$ cat src/rtl/pc_sequencer.sv
// Program counter / fetch sequencer: fetches over req/ack, resolves branches locally, issues the rest to decode.
// Optional macro PC_SEQ_FLAG_BYPASS_EN forwards same-cycle flag writes into the branch condition.
module pc_sequencer #(
    parameter logic [15:0] RESET_PC = 16'h0000
) (
    input  logic        clk,
    input  logic        rst_n,
    input  logic        run,
    output logic        imem_req,
    output logic [15:0] imem_addr,
    input  logic        imem_ack,
    input  logic [15:0] imem_rdata,
    output logic        instr_valid,
    output logic [15:0] instr,
    input  logic        instr_ready,
    input  logic        flags_we,
    input  logic [3:0]  flags_in,
    input  logic        flags_busy,
    output logic [15:0] pc,
    output logic [3:0]  stored_flags,
    output logic        branch_taken,
    output logic        halted
);

    localparam int unsigned PC_W = 16;

    localparam logic [3:0] OP_JMP  = 4'b1001;
    localparam logic [3:0] OP_BRZ  = 4'b1010;
    localparam logic [3:0] OP_BRNZ = 4'b1011;
    localparam logic [3:0] OP_BRNS = 4'b1100;
    localparam logic [3:0] OP_HALT = 4'b1111;

    typedef enum logic [2:0] {
        S_IDLE,
        S_FETCH,
        S_ISSUE,
        S_BRANCH,
        S_HALTED
    } state_t;

    state_t state;

    logic [3:0]      fetch_op;
    logic            fetch_is_branch;
    logic [3:0]      cond_flags;
    logic            take_c;
    logic [PC_W-1:0] offset;

    assign imem_addr = pc;
    assign fetch_op  = imem_rdata[15:12];
    assign offset    = {{4{instr[11]}}, instr[11:0]};

    assign fetch_is_branch = (fetch_op == OP_JMP) || (fetch_op == OP_BRZ) ||
                             (fetch_op == OP_BRNZ) || (fetch_op == OP_BRNS);

    // Branch condition evaluated from the held instruction word
    always_comb begin
        cond_flags = stored_flags;
`ifdef PC_SEQ_FLAG_BYPASS_EN
        if (flags_we) begin
            cond_flags = flags_in;
        end
`endif
        take_c = 1'b0;
        case (instr[15:12])
            OP_JMP:  take_c = 1'b1;
            OP_BRZ:  take_c = cond_flags[0];
            OP_BRNZ: take_c = ~cond_flags[0];
            OP_BRNS: take_c = ~cond_flags[1];
            default: take_c = 1'b0;
        endcase
    end

    // Sequencer FSM; strobes are registered alongside the state they belong to
    always_ff @(posedge clk or negedge rst_n) begin
        if (!rst_n) begin
            state        <= S_IDLE;
            pc           <= RESET_PC;
            stored_flags <= 4'h0;
            instr        <= 16'h0000;
            imem_req     <= 1'b0;
            instr_valid  <= 1'b0;
            branch_taken <= 1'b0;
            halted       <= 1'b0;
        end else begin
            if (flags_we) begin
                stored_flags <= flags_in;
            end
            branch_taken <= 1'b0;

            case (state)
                S_IDLE: begin
                    if (run) begin
                        state    <= S_FETCH;
                        imem_req <= 1'b1;
                    end
                end
                S_FETCH: begin
                    if (imem_ack) begin
                        instr    <= imem_rdata;
                        imem_req <= 1'b0;
                        if (fetch_op == OP_HALT) begin
                            state  <= S_HALTED;
                            halted <= 1'b1;
                        end else if (fetch_is_branch) begin
                            state <= S_BRANCH;
                        end else begin
                            state       <= S_ISSUE;
                            instr_valid <= 1'b1;
                        end
                    end
                end
                S_ISSUE: begin
                    if (instr_ready) begin
                        instr_valid <= 1'b0;
                        pc          <= pc + PC_W'(1);
                        state       <= S_FETCH;
                        imem_req    <= 1'b1;
                    end
                end
                S_BRANCH: begin
                    // Pulse lands in the cycle the redirected pc becomes visible
                    if (!flags_busy) begin
                        pc           <= take_c ? (pc + offset) : (pc + PC_W'(1));
                        branch_taken <= take_c;
                        state        <= S_FETCH;
                        imem_req     <= 1'b1;
                    end
                end
                S_HALTED: begin
                    halted <= 1'b1;
                end
                default: begin
                    state <= S_IDLE;
                end
            endcase
        end
    end

endmodule

$ cat config.mk
export PLATFORM = sky130hd
export DESIGN_NAME = pc_sequencer
export DESIGN_NICKNAME = d
export VERILOG_FILES = /design/src/rtl/pc_sequencer.sv
export SDC_FILE = /design/constraint.sdc
export NUM_CORES = 1
export LEC_CHECK = 0
export ABC_AREA = 1
export CAP_MARGIN = 20
export CORE_MARGIN = 2
export CORE_UTILIZATION = 25
export DETAILED_ROUTE_END_ITERATION = 7
export DONT_BUFFER_PORTS = 1
export SLEW_MARGIN = 10
export SYNTH_ARGS = -nofsm -noshare
export SYNTH_HDL_FRONTEND = slang
export SYNTH_SLANG_ARGS = --single-unit
$ cat constraint.sdc
create_clock -name clk -period 2.1 [get_ports clk]
set_input_delay 0.21 -clock clk [delete_from_list [all_inputs] [get_ports clk]]
set_output_delay 0.21 -clock clk [all_outputs]
set_load 0.02 [all_outputs]
==> results of run 1 <==
-- synthesized netlist by cell type, types with 2 or more instances --
master,instances
nand2_2,3
dfrtp_1,43
o21ai_1,6
and2_1,2
nor2_1,29
nand2_1,180
nor3_1,6
mux2_2,3
nand3b_1,6
buf_4,18
a21oi_1,20
o21ai_0,11
ha_1,16
inv_1,71
nor2_2,8
nand3_1,38
xor2_1,6
a21oi_2,4
nand4_1,4
xnor2_1,6
inv_2,3
nand3_4,2
buf_6,5
-- metrics by stage --
stage	power, mW	utilization	instance area [µm²]	setup slack [ns]	instances
final	6.69	0.292	3890	0.242	697
after global routing	7.41	0.292	3890	0.0430	697
after CTS	6.76	0.292	3880	0.101	697
after detailed placement	5.86	0.276	3680	0.115	686
after global placement	5.84	0.276	3680	0.197	686
after floorplan	4.94	-	3430	0.136	504
-- state kept, by name, indices dropped and copies added, names as in the netlist --
| register | flops |
|---|---|
| branch_taken | 1 |
| halted | 1 |
| imem_addr | 16 |
| imem_req | 1 |
| instr | 16 |
| instr_valid | 1 |
| state | 3 |
| stored_flags | 4 |
-- critical path, cell delays in order, from the launching register on --
cell and delay (ns):
dfrtp_1 0.38, ha_1 0.23, fa_2 0.38, nand3_1 0.11, nand3_2 0.11, nand2_1 0.08, nand2_1 0.07, nand2_1 0.08
nand2_1 0.06, nand2_1 0.07, nand3_1 0.08, a21oi_2 0.14
-- final timing paths --
check,from,end,slack (ns),cells past startpoint
setup / recovery,imem_addr[0]$_DFFE_PN0P_,imem_addr[14]$_DFFE_PN0P_,0.24,11
hold / removal,flags_we,stored_flags[1]$_DFFE_PN0P_,0.02,1
setup reg to reg,imem_addr[0]$_DFFE_PN0P_,imem_addr[14]$_DFFE_PN0P_,0.24,11
hold reg to reg,imem_addr[13]$_DFFE_PN0P_,imem_addr[13]$_DFFE_PN0P_,0.60,2
max in group asynchronous,rst_n,imem_req$_DFFE_PN0P_,1.45,2
min in group asynchronous,rst_n,instr[6]$_DFFE_PN0P_,0.40,2
-- layer usage --
layer  track usage  up-vias  share of wire
li1              -     1597              -
met1         0.186     1375           0.47
met2         0.213       86           0.45
met3        0.0390        5          0.068
met4        0.0298        0         0.0075
met5             0        -              0
-- kinds of logic (layout without fill, tap and decap cells) --
kind of cell    count (synthesis)  count (layout)  share of synthesized area
compound gates                 47              47                     0.0788
xor+xnor                       12              12                     0.0306
fa+ha+maj                      17              17                     0.0642
buf+inv                        99             116                      0.140
flops                          43              43                      0.314
mux                             3               3                    0.00985
simple gates                  283             283                      0.363
-- power by group through the flow --
stage	sequential (mW)	combinational [mW]	clock [mW]
after floorplan	1.94	3.00	0
after global placement	1.68	4.16	0
after detailed placement	1.68	4.18	0
after CTS	1.67	4.23	0.865
after global routing	1.72	4.79	0.894
final	1.66	4.20	0.829
-- layout make-up --
class                   count  area [µm²]
clock inverters             2        16.3
repair buffers             32         265
clock buffers               6         139
flip-flops and latches     43        1080
multi-input cells         362        1880
fillers                  1461        9410
well taps                 176         220
inverters                  76         288
-- what timing repair did --
| item | in CTS | in global routing |
|---|---|---|
| endpoints found under the setup margin | 0 | 1 |
| endpoints found under the hold margin | 44 | 0 |
| resized for setup | 0 | 2 |
| hold buffers | 3 | 0 |
==> results.cfg, run 1 <==
[outcome]
status = finished, final reports clean

[setup_path]
required_ns = 2.32
path_class = reg -> reg
start_kind = flop
crit_fanout = 4
critPathArrivalTime_ns = 2.08
crit_path_end_kind = flop

[detailed_routing]
drtIter0Drc = 159
wl_per_cell_um = 13.4
drc = 0
drt_wl_total_mm = 9.33
detail_route.first_pass.iterations = 4
vias_per_cell = 4.39
ant_nets = 0
vias = 3063

[sta]
final-setup-viol-count = 0
holdWs_ns = 0.0182
period_needed_ns = 1.86
worst_clock_skew_ns = 0.0101
min_period_over_period = 0.885
slew_violations = 0
tns_ns = 0
max_clock_freq_mhz = 538
worstMarginPinSlew_ns = 0.557
hold_viol = 0
rsz0062_at_grt = false
slew_headroom = 0.628

[yosys]
syn_inst = 504
synthArstFlopShare = 1.00
synth-seq-area-share = 0.314
synth_ff_type = dfrtp_1
synth_area_leaders = dfrtp_1 31%, nand2_1 20%, inv_1 7.8%
ys_types = 37
ys_seq_elements = 43
yosysWarnings = 0
syn_area_mm2 = 0.00343
yosys.area.top_type = dfrtp_1
avgSynthCellArea_um2 = 6.80
syn_nets = 548
yosys.area.top_type_share = 0.314
synth_edf_count = 0

[power]
leakagePower_nw = 2.07
power.share.sequential = 0.248
peakVddDrop_uv = 619
intPower_mw = 3.10
comb_power_share = 0.628
swShare = 0.537
clockPowerShare = 0.124
p_per_area_mw_per_mm2 = 1720
p_switching_mw = 3.59

[floorplanning]
rows = 42
dieArea_mm2 = 0.0147
coreArea_mm2 = 0.0133
die_w_um = 121
pin_count = 83
initial_core_util = 0.258
fp.dieH_um = 121

[cells_and_area]
syn_to_final_growth_pct = 13.3
fin_nets = 564
final_cell_mix = 180 x nand2_1, 71 x inv_1, 43 x dfrtp_1, 37 x nand3_1
layout-drive-gt1-share = 0.134
antenna_cells = 0
final_common_cell = nand2_1

[job]
drv_cap = 0

[global_route]
grt_pass1_wl_mm = 15.7
grt_pass1_vias = 3063
antenna_found_initial = 0
overflow = 0
grtUsageTotal = 0.136
grt_start_max_net_pins = 44

[worst_hold_path]
hold_path.class = in -> reg

[cts]
path_clk_slew_ns = 0.07
cts_tree = done
cts_buffer_depth = 2
clkLatencyLatePin_ns = 0.29
htree_levels = 2
cts_made_buffers = 5
clock-root-buffer = clkbuf_16
cts_sinks = 43
cts_setup_buffers = 0

[place]
place.gp.congestion = 0.844
detailed_place_hpwl_mm = 7.25
portBuffers = 0
No activity file was read; power rests on OpenSTA's default activity.
==> inputs of run 2 (changes only) <==
--- a/config.mk
+++ b/config.mk
@@ -11,6 +11,7 @@
 export CORE_UTILIZATION = 25
 export DETAILED_ROUTE_END_ITERATION = 7
 export DONT_BUFFER_PORTS = 1
+export PLACE_DENSITY = 0.35
 export SLEW_MARGIN = 10
 export SYNTH_ARGS = -nofsm -noshare
 export SYNTH_HDL_FRONTEND = slang
==> results.cfg, run 2 (synthesis results as in run 1) <==
[outcome]
status = finished, final reports clean

[floorplanning]
dieArea_mm2 = 0.0147
rows = 42
pin_count = 83
initial_core_util = 0.258
fp.dieH_um = 121
coreArea_mm2 = 0.0133
die_w_um = 121

[power]
leakagePower_nw = 2.10
p_per_area_mw_per_mm2 = 1730
peakVddDrop_uv = 606

[setup_path]
required_ns = 2.33
start_kind = flop
ff2ff_path_depth = 10
crit_fanout = 6
crit_path_end_kind = flop
critPathArrivalTime_ns = 2.11
path_class = reg -> reg

[sta]
tns_ns = 0
final-setup-viol-count = 0
worst_clock_skew_ns = 0.00564
hold_viol = 0
slew_headroom = 0.643
layout_setup_ws_ns = 0.215
period_needed_ns = 1.88
rsz0062_at_grt = false
min_period_over_period = 0.897
max_clock_freq_mhz = 531
slew_violations = 0
worstMarginPinSlew_ns = 0.535

[worst_hold_path]
holdPathStages = 1
hold_path.class = in -> reg

[cells_and_area]
syn_to_final_growth_pct = 14.3
final_common_cell = nand2_1
layout-drive-gt1-share = 0.143
final_cell_mix = 180 x nand2_1, 71 x inv_1, 43 x dfrtp_1, 37 x nand3_1, 36 x buf_4
fin_nets = 571
antenna_cells = 0
nFillCells = 1476
layout.cells.non_filler = 702

[global_route]
grt_pass1_vias = 3256
grtUsageTotal = 0.156
grt_start_max_net_pins = 44
overflow = 0
antenna_found_initial = 0
grt_pass1_wl_mm = 17.4

[cts]
htree_levels = 2
clkLatencyLatePin_ns = 0.30
cts_tree = done
cts_setup_buffers = 0
clock-root-buffer = clkbuf_16
cts_sinks = 43
path_clk_slew_ns = 0.07
cts_buffer_depth = 2
cts_made_buffers = 5

[place]
place_inst = 693
place.gp.congestion = 0.854
dp_slack_ns = 0.200
detailed_place_hpwl_mm = 8.28
portBuffers = 0

[job]
drv_cap = 0

[detailed_routing]
drt_wl_total_mm = 10.5
detail_route.first_pass.iterations = 5
drtIter0Drc = 128
wl_per_cell_um = 14.9
drc = 0
vias = 3096
ant_nets = 0
vias_per_cell = 4.41
run 2: changes by cell type in the layout (fill, tap and decap cells not counted):
cell,delta
buf_4,+7
nor3_1,-1
nor3_2,+1
clkbuf_8,-1
clkinv_4,-1
fa_1,+1
fa_2,-1
run 2: power by group:
part	internal, mW	total [mW]	switching, mW
logic	1.51	4.39	2.88
registers	1.17	1.62	0.448
clock network	0.428	0.777	0.349
total	3.10	6.78	3.68
run 2: worst paths after layout:
path / slack, ns / endpoint / start
worst max register to register: 0.22 / imem_addr[14]$_DFFE_PN0P_ / imem_addr[0]$_DFFE_PN0P_
worst min-delay path: 0.02 / stored_flags[1]$_DFFE_PN0P_ / flags_we
worst max-delay path: 0.22 / imem_addr[14]$_DFFE_PN0P_ / imem_addr[0]$_DFFE_PN0P_
max in group asynchronous: 1.45 / imem_addr[10]$_DFFE_PN0P_ / rst_n
min in group asynchronous: 0.44 / imem_addr[4]$_DFFE_PN0P_ / rst_n
worst min register to register: 0.58 / instr[15]$_DFFE_PN0P_ / instr[15]$_DFFE_PN0P_
run 2: critical path, cell delays in order (launching register included):
cell	delay, ns
dfrtp_1	0.35
buf_4	0.22
ha_1	0.22
nand3_1	0.19
inv_1	0.23
nand3b_1	0.14
nor2_1	0.11
nor2_1	0.04
nor2_1	0.11
nor2_1	0.07
a21oi_2	0.14
run 2: area by class of cell:
type / count / area (µm²) / area share
Clock buffer: 5 / 125 / 0.0319
Clock inverter: 1 / 7.51 / 0.00192
Inverter: 76 / 288 / 0.0734
Multi-Input combinational cell: 362 / 1880 / 0.481
Sequential cell: 43 / 1080 / 0.275
Tap cell: 176 / 220 / 0.0562
Timing Repair Buffer: 39 / 318 / 0.0811
run 2: routing by layer:
metal  routed length (µm)  vias up  global-route usage
met4                  120        0              0.0371
met3                  647        7              0.0442
li1                     -     1602                   -
met5                    0        -                   0
met1                 4740     1423               0.196
met2                 4960       64               0.264
run 2: per-stage QoR:
stage	util	cell area, µm²	total power, mW	hold slack (ns)
floorplan	-	3430	4.94	-0.0856
global placement	0.280	3730	6.03	-0.0838
detailed placement	0.280	3730	6.04	-0.0838
CTS	0.294	3910	6.88	0.00930
global route	0.295	3920	7.55	0.00748
finish	0.295	3920	6.78	0.0162
run 2: what timing repair did:
item	in CTS	in global routing
hold endpoints to repair	44	0
setup endpoints to repair	0	2
hold buffers	3	0
gates resized for setup	0	2
==> inputs of run 3 (changes only) <==
--- a/config.mk
+++ b/config.mk
@@ -6,12 +6,12 @@
 export NUM_CORES = 1
 export LEC_CHECK = 0
 export ABC_AREA = 1
+export BUFFER_PORTS_ARGS = -buffer_cell sky130_fd_sc_hd__buf_2
 export CAP_MARGIN = 20
 export CORE_MARGIN = 2
 export CORE_UTILIZATION = 25
 export DETAILED_ROUTE_END_ITERATION = 7
-export DONT_BUFFER_PORTS = 1
-export PLACE_DENSITY = 0.35
+export PLACE_DENSITY = 0.4
 export SLEW_MARGIN = 10
 export SYNTH_ARGS = -nofsm -noshare
 export SYNTH_HDL_FRONTEND = slang
==> results.cfg, run 3 (synthesis results as in run 1) <==
[outcome]
status = finished, final reports clean

[sta]
final-setup-viol-count = 0
min_period_over_period = 0.901
worstMarginPinSlew_ns = 0.600
tns_ns = 0
worst_clock_skew_ns = 0.00439
max_clock_freq_mhz = 529
period_needed_ns = 1.89
slew_headroom = 0.600
hold_viol = 0
rsz0062_at_grt = false
slew_violations = 0
layout_setup_ws_ns = 0.208

[cts]
cts_sinks = 43
cts_tree = done
path_clk_slew_ns = 0.07
cts_buffer_depth = 2
clkLatencyLatePin_ns = 0.29
cts_made_buffers = 5
clock-root-buffer = clkbuf_16
htree_levels = 2
holdBufCountCts = 0

[detailed_routing]
drt_wl_total_mm = 10.1
drtIter0Drc = 150
detail_route.first_pass.iterations = 4
drc = 0
vias = 3300
vias_per_cell = 4.31
ant_nets = 0
wl_per_cell_um = 13.2

[place]
placed_area_mm2 = 0.00401
portBuffers = 82
detailed_place_hpwl_mm = 8.00
dp_slack_ns = 0.144
place.gp.congestion = 0.877

[cells_and_area]
nFillCells = 1488
finish.utilization = 0.314
syn_to_final_growth_pct = 21.9
multiInputGateArea_mm2 = 0.00188
antenna_cells = 0
final_common_cell = nand2_1
stdcell_area_mm2 = 0.00418
fin_nets = 633
seqCellArea_mm2 = 0.00108
layout-drive-gt1-share = 0.239
final_cell_mix = 180 x nand2_1, 82 x buf_2, 71 x inv_1, 43 x dfrtp_1, 37 x nand3_1

[setup_path]
path_cells = ha_1 > nand2_1 > nor3_1 > and2_1 > nand2_1 > nand3_1 > nand3_1 > a21oi_1
required_ns = 2.32
crit_path_start = instr[11]$_DFFE_PN0P_
critPathArrivalTime_ns = 2.11
crit_family = simple AND/OR/NAND/NOR gates
slowest_stage = dfrtp_1
crit_path_end_kind = flop
crit_fanout = 7
path_class = reg -> reg
r2r_start = instr[11]$_DFFE_PN0P_
critPathMaxStageDelay_ns = 0.47
start_kind = flop
worst-path-buf-inv = 0

[power]
p_per_area_mw_per_mm2 = 1670
peakVddDrop_uv = 476
finalPower_mw = 6.98
leakagePower_nw = 2.34

[floorplanning]
initial_core_util = 0.258
coreArea_mm2 = 0.0133
die_w_um = 121
rows = 42
dieArea_mm2 = 0.0147
pin_count = 83
fp.dieH_um = 121

[global_route]
overflow = 0
grt_pass1_vias = 3314
grt_start_max_net_pins = 44
grtUsageTotal = 0.146
antenna_found_initial = 0
grt_pass1_wl_mm = 16.8

[job]
drv_cap = 0

[worst_hold_path]
hold_path.class = in -> async
run 3: cell types whose count changed in the layout (fill, tap and decap cells not counted), sizes merged:
cell         before  now
clkbuf            5    7
buf              37  101
dlygate4sd3       2    0
run 3: worst reg2reg max path, delay by kind of cell, from the launching register on:
family	cells	cell delay (ns)
AND/OR/NAND/NOR	6	0.78
flip-flops	1	0.47
adder cells (fa/ha/maj)	1	0.43
AO/OA/AOI/OAI	1	0.13
run 3: area by class of cell:
cell class                      instances  area share
Multi-Input combinational cell        362       0.450
Sequential cell                        43       0.257
Timing Repair Buffer                  101       0.132
Inverter                               76      0.0689
Tap cell                              176      0.0527
Clock buffer                            7      0.0365
Clock inverter                          1     0.00180
run 3: through the flow:
stage	hold WS, ns	std cells
floorplan	-0.0856	504
global placement	0.356	758
detailed placement	0.359	758
CTS	0.0426	766
global route	0.0796	766
finish	0.00121	766
run 3: report_power, final:
group          total (mW)  internal [mW]  switching (mW)  leakage (nW)
sequential           1.52           1.17           0.354         0.518
combinational        4.59           1.62            2.97          1.75
clock               0.867          0.507           0.360        0.0761
total                6.98           3.29            3.69          2.34
run 3: what timing repair did:
| action | in CTS | in global routing |
|---|---|---|
| hold endpoints to repair | 0 | 0 |
| setup buffers | 0 | 0 |
| gates resized for setup | 0 | 2 |
| setup endpoints to repair | 0 | 2 |
run 3: worst paths after layout:
check,to,slack (ns),cells after the start
min in group clk,branch_taken$_DFF_PN0_,0.10,2
min,stored_flags[2]$_DFFE_PN0P_,0.001,2
min reg2reg,halted$_DFFE_PN0P_,0.47,1
max reg2reg,imem_addr[15]$_DFFE_PN0P_,0.21,8
max in group asynchronous,imem_addr[8]$_DFFE_PN0P_,1.69,2
max,imem_addr[15]$_DFFE_PN0P_,0.21,8
run 3: layer usage:
metal | GRT usage | share of wire
met5 | 0 | 0
met4 | 0.0487 | 0.022
met3 | 0.0277 | 0.044
met2 | 0.238 | 0.45
met1 | 0.193 | 0.48
